**config.mk**
```make
export PLATFORM = sky130hd
export DESIGN_NAME = uart_rx
export DESIGN_NICKNAME = d
export VERILOG_FILES = /design/src/rtl/uart_pkg.sv /design/src/rtl/uart_rx_sync.sv /design/src/rtl/uart_rx.sv
export SDC_FILE = /design/constraint.sdc
export NUM_CORES = 1
export LEC_CHECK = 0
export CORE_MARGIN = 2
export CORE_UTILIZATION = 50
export CTS_CLUSTER_SIZE = 10
export DETAILED_ROUTE_END_ITERATION = 16
export PLACE_DENSITY = 0.77
export RECOVER_POWER = 50
export SYNTH_ARGS = -nofsm -noshare
export SYNTH_HDL_FRONTEND = slang
export SYNTH_SLANG_ARGS = --single-unit
export TNS_END_PERCENT = 5
```
**constraint.sdc**
```tcl
create_clock -name clk -period 2.1 [get_ports clk]
set_input_delay 0.42 -clock clk [delete_from_list [all_inputs] [get_ports clk]]
set_output_delay 0.42 -clock clk [all_outputs]
set_load 0.1 [all_outputs]
```
**src/rtl/uart_pkg.sv**
```systemverilog
// Shared UART definitions: FSM state encoding, frame line levels and baud divisor helper.
// Used by both the receive and transmit sides.
package uart_pkg;

  typedef enum logic [2:0] {
    IDLE,
    START,
    DATA,
    PARITY,
    STOP
  } uart_state_t;

  localparam logic LINE_IDLE  = 1'b1;
  localparam logic LINE_START = 1'b0;

  function automatic int calc_baud_div(input int clk_freq, input int br);
    return clk_freq / br;
  endfunction

endpackage

```
**src/rtl/uart_rx_sync.sv**
```systemverilog
// Two-flop synchroniser for the asynchronous rx line plus a history flop for start-edge detection.
// All flops reset to the idle line level, so no spurious edge is seen after reset.
module uart_rx_sync
  import uart_pkg::*;
(
  input  logic clk,
  input  logic rst_n,
  input  logic rx,
  output logic rx_s,
  output logic start_edge
);

  logic meta_reg;
  logic sync_reg;
  logic hist_reg;

  always_ff @(posedge clk or negedge rst_n) begin
    if (!rst_n) begin
      meta_reg <= LINE_IDLE;
      sync_reg <= LINE_IDLE;
      hist_reg <= LINE_IDLE;
    end else begin
      meta_reg <= rx;
      sync_reg <= meta_reg;
      hist_reg <= sync_reg;
    end
  end

  assign rx_s       = sync_reg;
  assign start_edge = (hist_reg == LINE_IDLE) && (sync_reg == LINE_START);

endmodule

```
**src/rtl/uart_rx.sv**
```systemverilog
// UART receiver: start-bit detection, mid-bit sampling, parity/stop checking, one-cycle valid pulse.
// Define UART_RX_MAJORITY_EN to take each bit as a 2-of-3 vote around the sample point.
module uart_rx
  import uart_pkg::*;
#(
  parameter int CLK_FREQ   = 50000000,
  parameter int BR         = 115200,
  parameter int DATA_WIDTH = 8,
  parameter int PARITY_EN  = 1,
  parameter int PARITY_ODD = 0
) (
  input  logic                  clk,
  input  logic                  rst_n,
  input  logic                  rx,
  output logic [DATA_WIDTH-1:0] rx_data,
  output logic                  rx_vld,
  output logic                  par_err,
  output logic                  frm_err,
  output logic                  rx_busy
);

  localparam int BAUD_DIV = calc_baud_div(CLK_FREQ, BR);
  localparam int HALF     = BAUD_DIV / 2;
  localparam int IDX_W    = (DATA_WIDTH > 1) ? $clog2(DATA_WIDTH) : 1;

`ifdef UART_RX_MAJORITY_EN
  // The vote completes one cycle after the nominal point; reloading the counter
  // with 1 instead of 0 keeps the sample grid at exactly BAUD_DIV cycles per bit.
  localparam int CNT_W = $clog2(BAUD_DIV + 1);
  localparam int LATE  = 1;
`else
  localparam int CNT_W = $clog2(BAUD_DIV);
  localparam int LATE  = 0;
`endif

  localparam logic [CNT_W-1:0] START_PT = CNT_W'(HALF - 1 + LATE);
  localparam logic [CNT_W-1:0] BIT_PT   = CNT_W'(BAUD_DIV - 1 + LATE);
  localparam logic [CNT_W-1:0] RELOAD   = CNT_W'(LATE);
  localparam logic [IDX_W-1:0] LAST_IDX = IDX_W'(DATA_WIDTH - 1);
  localparam logic             ODD_BIT  = (PARITY_ODD != 0);

  logic rx_s;
  logic start_edge;
  logic sample_bit;

  uart_rx_sync u_sync (
    .clk        (clk),
    .rst_n      (rst_n),
    .rx         (rx),
    .rx_s       (rx_s),
    .start_edge (start_edge)
  );

`ifdef UART_RX_MAJORITY_EN
  logic [1:0] vote_reg;

  always_ff @(posedge clk or negedge rst_n) begin
    if (!rst_n) begin
      vote_reg <= {2{LINE_IDLE}};
    end else begin
      vote_reg <= {vote_reg[0], rx_s};
    end
  end

  assign sample_bit = (vote_reg[1] & vote_reg[0]) | (vote_reg[1] & rx_s) | (vote_reg[0] & rx_s);
`else
  assign sample_bit = rx_s;
`endif

  uart_state_t           state_reg, state_next;
  logic [CNT_W-1:0]      cnt_reg, cnt_next;
  logic [IDX_W-1:0]      idx_reg, idx_next;
  logic [DATA_WIDTH-1:0] shift_reg, shift_next;
  logic                  par_flag_reg, par_flag_next;
  logic [DATA_WIDTH-1:0] data_reg, data_next;
  logic                  vld_reg, vld_next;
  logic                  perr_reg, perr_next;
  logic                  ferr_reg, ferr_next;

  always_ff @(posedge clk or negedge rst_n) begin
    if (!rst_n) begin
      state_reg    <= IDLE;
      cnt_reg      <= '0;
      idx_reg      <= '0;
      shift_reg    <= '0;
      par_flag_reg <= 1'b0;
      data_reg     <= '0;
      vld_reg      <= 1'b0;
      perr_reg     <= 1'b0;
      ferr_reg     <= 1'b0;
    end else begin
      state_reg    <= state_next;
      cnt_reg      <= cnt_next;
      idx_reg      <= idx_next;
      shift_reg    <= shift_next;
      par_flag_reg <= par_flag_next;
      data_reg     <= data_next;
      vld_reg      <= vld_next;
      perr_reg     <= perr_next;
      ferr_reg     <= ferr_next;
    end
  end

  always_comb begin
    state_next    = state_reg;
    cnt_next      = cnt_reg + 1'b1;
    idx_next      = idx_reg;
    shift_next    = shift_reg;
    par_flag_next = par_flag_reg;
    data_next     = data_reg;
    vld_next      = 1'b0;
    perr_next     = 1'b0;
    ferr_next     = 1'b0;

    case (state_reg)
      IDLE: begin
        cnt_next = '0;
        if (start_edge) begin
          state_next    = START;
          par_flag_next = 1'b0;
        end
      end
      START: begin
        if (cnt_reg == START_PT) begin
          if (sample_bit == LINE_START) begin
            state_next = DATA;
            cnt_next   = RELOAD;
            idx_next   = '0;
          end else begin
            state_next = IDLE;
            cnt_next   = '0;
          end
        end
      end
      DATA: begin
        if (cnt_reg == BIT_PT) begin
          shift_next[idx_reg] = sample_bit;
          cnt_next            = RELOAD;
          if (idx_reg == LAST_IDX) begin
            state_next = (PARITY_EN != 0) ? PARITY : STOP;
          end else begin
            idx_next = idx_reg + 1'b1;
          end
        end
      end
      PARITY: begin
        if (cnt_reg == BIT_PT) begin
          par_flag_next = sample_bit ^ (^shift_reg) ^ ODD_BIT;
          cnt_next      = RELOAD;
          state_next    = STOP;
        end
      end
      STOP: begin
        // Leaving at mid-stop-bit lets an immediately following start bit be caught.
        if (cnt_reg == BIT_PT) begin
          state_next = IDLE;
          cnt_next   = '0;
          vld_next   = 1'b1;
          data_next  = shift_reg;
          perr_next  = par_flag_reg;
          ferr_next  = (sample_bit != LINE_IDLE);
        end
      end
      default: begin
        state_next = IDLE;
        cnt_next   = '0;
      end
    endcase
  end

  assign rx_data = data_reg;
  assign rx_vld  = vld_reg;
  assign par_err = perr_reg;
  assign frm_err = ferr_reg;
  assign rx_busy = (state_reg != IDLE);

endmodule

```
# Yosys cells after proc, flatten, opt, wreduce, memory -nomap -nowiden

Cells that the tools add are included.

Output and inout bits: 12
Word-level logic and storage cells: 74
Memory bits (read-only): 0
Register bits: 38
Latch bits: 0
Bits of input ports: 3
Memories kept: 0
RAM bits: 0

Muxes and demuxes: 28
Div/mod/pow operators: 0
Equality and inequality tests: 15
Magnitude comparators: 2
Multiply operators: 0
Add/subtract/negate cells: 2
Reduce and logical (&&, ||, !) cells: 13
Shift-type cells: 0
Bitwise logic cells: 2

Operators by type and width:

| kind                | count |
|---|---|
| $mux 3              | 10 |
| $mux 9              | 2 |
| $pmux 9 s2          | 1 |
| $ne 2x2->1 const B  | 8 |
| $pmux 3 s5          | 1 |
| $add 9x1->9 const B | 1 |
| $eq 9x8->1 const B  | 1 |
| $eq 9x9->1 const B  | 1 |
| $mux 1              | 9 |
| $bwmux 8            | 1 |
| $reduce_xor 8->1    | 1 |
| $eq 3x2->1 const B  | 2 |
| $eq 3x3->1 const B  | 2 |
| $pmux 3 s2          | 1 |
| $reduce_and 6->1    | 1 |
| $reduce_and 5->1    | 1 |
| $lt 3x4->1 const B  | 1 |
| $reduce_and 2->1    | 2 |
| $reduce_bool 2->1   | 2 |
| $add 3x1->3 const B | 1 |
| $demux 1 s3         | 1 |
| $eq 3x1->1 const B  | 1 |
| $ge 3x1->1 const B  | 1 |
| $logic_not 3->1     | 1 |
| other kinds (8)     | 9 |

# Longest topological paths before layout

Gate-level depths: netlist of the first run.

Word-level depth: 5
Mapped depth: 7
Mapped depth without buffers: 6

# By module

Synthesis of the first run repeated with hierarchy kept, for this count alone.

Cells, all modules: 154
Area, all modules: 1,873.0 µm²

Modules (own cells, without submodules):

| module       | times used | cells an instance | area each (µm²) | seq. area each (µm²) |
|---|---|---|---|---|
| uart_rx      | 1          | 150               | 1,780.5         | 875.8 |
| uart_rx_sync | 1          | 4                 | 92.6            | 78.8 |

# Worst setup path before layout of the first run

OpenSTA, ideal clock, no wires.

Path type: register -> output
From: register state_reg[0]
To: output rx_busy
Buffers on the path: 1
Arrival time: 1,360 ps
Setup slack: 320 ps
Stages on the path, launching flop included: 3
Required time: 1,680 ps
Cell sequence: dfrtp_1 > clkbuf_1 > or3_1

Longest elaborated chain between the ends: 1

RTL lines:

| what                   | line           | RTL |
|---|---|---|
| from (decl)            | uart_rx.sv:70  | `uart_state_t state_reg, state_next;` |
| from (signal assigned) | uart_rx.sv:92  | `state_reg <= state_next;` |
| $reduce_bool 3->1      | uart_rx.sv:175 | `assign rx_busy = (state_reg != IDLE);` |
| to (decl)              | uart_rx.sv:19  | `output logic rx_busy` |

No other way between the ends.

# Worst setup path in the final report of the first run

From: register cnt_reg[1]
To: register data_reg[2], in the netlist rx_data[2]

Longest elaborated chain between the ends: 2

RTL lines:

| what                       | line           | RTL |
|---|---|---|
| from (decl)                | uart_rx.sv:71  | `logic [CNT_W-1:0] cnt_reg, cnt_next;` |
| from (signal assigned)     | uart_rx.sv:93  | `cnt_reg <= cnt_next;` |
| $eq 9x9->1                 | uart_rx.sv:155 | `if (cnt_reg == BIT_PT) begin` |
| $reduce_and 2->1 (no line) | --             |  |
| to (signal assigned)       | uart_rx.sv:97  | `data_reg <= data_next;` |
| to (decl)                  | uart_rx.sv:75  | `logic [DATA_WIDTH-1:0] data_reg, data_next;` |

No other way between the ends.
A chain may end at the register's enable or synchronous reset.

==> results of run 1 <==
report_power, final:
group          total (mW)  switching (mW)  leakage, nW  internal (mW)
Clock               0.511           0.247       0.0472          0.263
Combinational       0.398           0.227        0.484          0.171
Sequential          0.878          0.0942        0.512          0.784
how the worst max path moves through the flow:
stage / startpoint / end / slack (ps) / cells past startpoint
floorplan: state_reg[0] / rx_busy / 320 / 2
global placement: cnt_reg[1] / rx_data[2] / 260 / 6
detailed placement: cnt_reg[1] / rx_data[2] / 180 / 6
CTS: cnt_reg[1] / rx_data[2] / 180 / 6
global route: cnt_reg[1] / rx_data[2] / 100 / 6
finish: cnt_reg[1] / rx_data[2] / 210 / 6
layer usage:
metal,up-vias,GRT usage [%],wire [µm]
met3,5,3.253,77
met5,-,0,0
li1,576,-,-
met2,14,24.74,1469
met4,0,11.98,88
met1,554,21.33,1411
cells by family (layout without fill, tap and decap cells):
kind of cell	Yosys count	count (layout)	share of synthesized area, %
AO/OA/AOI/OAI	12	12	4.048
XOR/XNOR	14	14	7.233
adder cells (fa/ha/maj)	5	5	3.318
buffers and inverters	14	31	4.048
flip-flops	38	38	50.63
multiplexers	19	19	12.81
AND/OR/NAND/NOR	55	55	17.92
layout by cell type, fill, tap and decap left out, types with 2 or more instances in the layout:
cell      Yosys  final
mux2_2        9      9
and2b_1       2      2
mux2_4        8      8
inv_1         7      7
nor2_1       15     15
dfrtp_1      35     35
xnor2_1       6      6
mux2i_1       2      2
nor3b_1       3      3
nand2_1       7      7
o21ai_0       3      3
nand4_1       4      4
buf_4         0     10
clkbuf_8      0      6
and4_2        2      2
nor3_1        3      3
clkbuf_2      0      4
a21oi_1       3      3
xor2_1        7      7
ha_1          5      5
nand3b_1      2      2
nand3_1       6      6
dfstp_2       3      2
metrics by stage:
step	hold WS [ps]	util, %	worst slack [ps]	instance area (µm²)	instances
2_1_floorplan	124.4	-	320.0	1886	157
3_3_place_gp	346.9	55.82	260.8	2028	214
3_5_place_dp	351.5	55.82	181.4	2028	214
4_1_cts	248.6	58.44	175.3	2123	222
5_1_grt	314.4	58.23	96.47	2116	222
6_report	243.9	58.23	208.9	2116	222
critical path: cells and delay by family, from the launching register on:
family | cells | cell delay (ps)
adders and majority gates | 1 | 140
buffers and inverters | 1 | 80
DFF | 1 | 400
muxes | 1 | 410
and+or+nand+nor | 3 | 750
area by class of cell:
cell class                 instances  area, µm²  area share (%)
sequential                        38      954.7           45.12
multi-input combinational        105      854.6           40.39
timing repair buffer              16      125.1           5.914
clock buffer                       6      82.58           3.903
tap                               48      60.06           2.839
inverter                           7      26.28           1.242
clock inverter                     2      12.51          0.5914
==> impl_metrics.ini, run 1 <==
[status]
status = complete, no violations

[place]
portBuffers = 14
post-dp-hpwl_um = 2134
globalplace.congestion = 0.7734

[critical_path]
r2r-end = rx_data[2]
cp.required_ps = 2280
endpoint_kind = flip-flop
rr_worst_depth = 6
worstSetupPathType = reg2reg
r2r_slack_ps = 210
critPathMaxFanout = 11
cp-start-kind = flip-flop
r2r_start = cnt_reg[1]
path_cells = inv_1 > ha_1 > and4bb_4 > and2_4 > nand3_2 > mux2_4
max_stage_delay_ps = 410
cp.arrival_ps = 2070
slowest_stage = mux2_4

[grt]
grt_max_degree = 39
grt_first_pass_wirelength_um = 5188
grt_usage_pct = 16.53
antenna_found_initial = 0
grt_pass1_vias = 1118
gr-total-overflow = 0

[cells_and_area]
layout-drive-gt1-share_pct = 28.16
diodes = 0
area_growth_pct = 12.21
nets = 181
nFillCells = 325
largest_reg_flops = 9

[floorplanning]
core-area_mm2 = 0.003633
num_rows = 22
initial_core_util_pct = 51.89
fp.dieH_um = 65.41
io_pins = 15
die_area_mm2 = 0.004278
fp.dieW_um = 65.41

[synth]
yosys_warnings = 0
synth_most_common_cell = dfrtp_1
yosysTopAreaCellShare_pct = 46.45
syn_inst = 157
synth_area_per_cell_um2 = 12.01
ys_ff_latch = 38
synth_cell_types = 41
ys_top_cells_by_count = dfrtp_1 (35), nor2_1 (15), mux2_2 (9), mux2_4 (8)
synthArstFlopShare_pct = 100.0
netlist_area_mm2 = 0.001886
synth.area.top_cells = dfrtp_1 (46%), mux2_4 (6.4%), mux2_2 (5.4%)
ys.flop_type = dfrtp_1
synth_top_area_cell = dfrtp_1
synth_edf_count = 0
synth.net_count = 165
ys_seq_area_share_pct = 50.63

[drt]
drc = 0
antenna_left = 0
routedWlPerCell_um = 13.72
vias_per_cell = 5.176
dr.pass1.iters = 4
drtIter0Drc = 60
num_vias = 1149
finalWirelength_um = 3046

[timing]
slew-limit-headroom_pct = 40.33
finClkSkew_ps = 5.901
maxSlewViolCount = 0
fin_crit_sh_pct = 90.05
fmax_mhz = 528.8
min_period_ps = 1891
worstMarginPinSlew_ps = 895.1
setup_tns_ps = 0
final_hold_viol_count = 0
setup_violations = 0
rsz0062_at_grt = no

[clock_network]
cts_resized = 0
post_cts_buffers = 0
cts_root_buf = clkbuf_8
cts_inserted_buffers = 5
cts.path.max_buffers = 2
clock_sinks = 38
cts_hold_buf = 0
worstSkewPairLatency_ps = 290
htree_levels = 2
cts_tree = yes
path_clk_slew_ps = 70

[power_and_ir_drop]
ir_drop_mv = 0.4207
p_leak_nw = 1.043
power_mw = 1.787
p_per_area_mw_per_mm2 = 844.5

[flow_run]
max-cap-violations = 0

[hold_path]
hp-class = in2async
No activity file was read; power rests on OpenSTA's default activity.
==> run 2, diff against run 1 <==
Settings changed: CTS_CLUSTER_DIAMETER set to 100, CTS_CLUSTER_SIZE 10 to 8.
==> results of run 2 <==
Same layout as run 1: the final DEF is identical, and so are final timing and power.
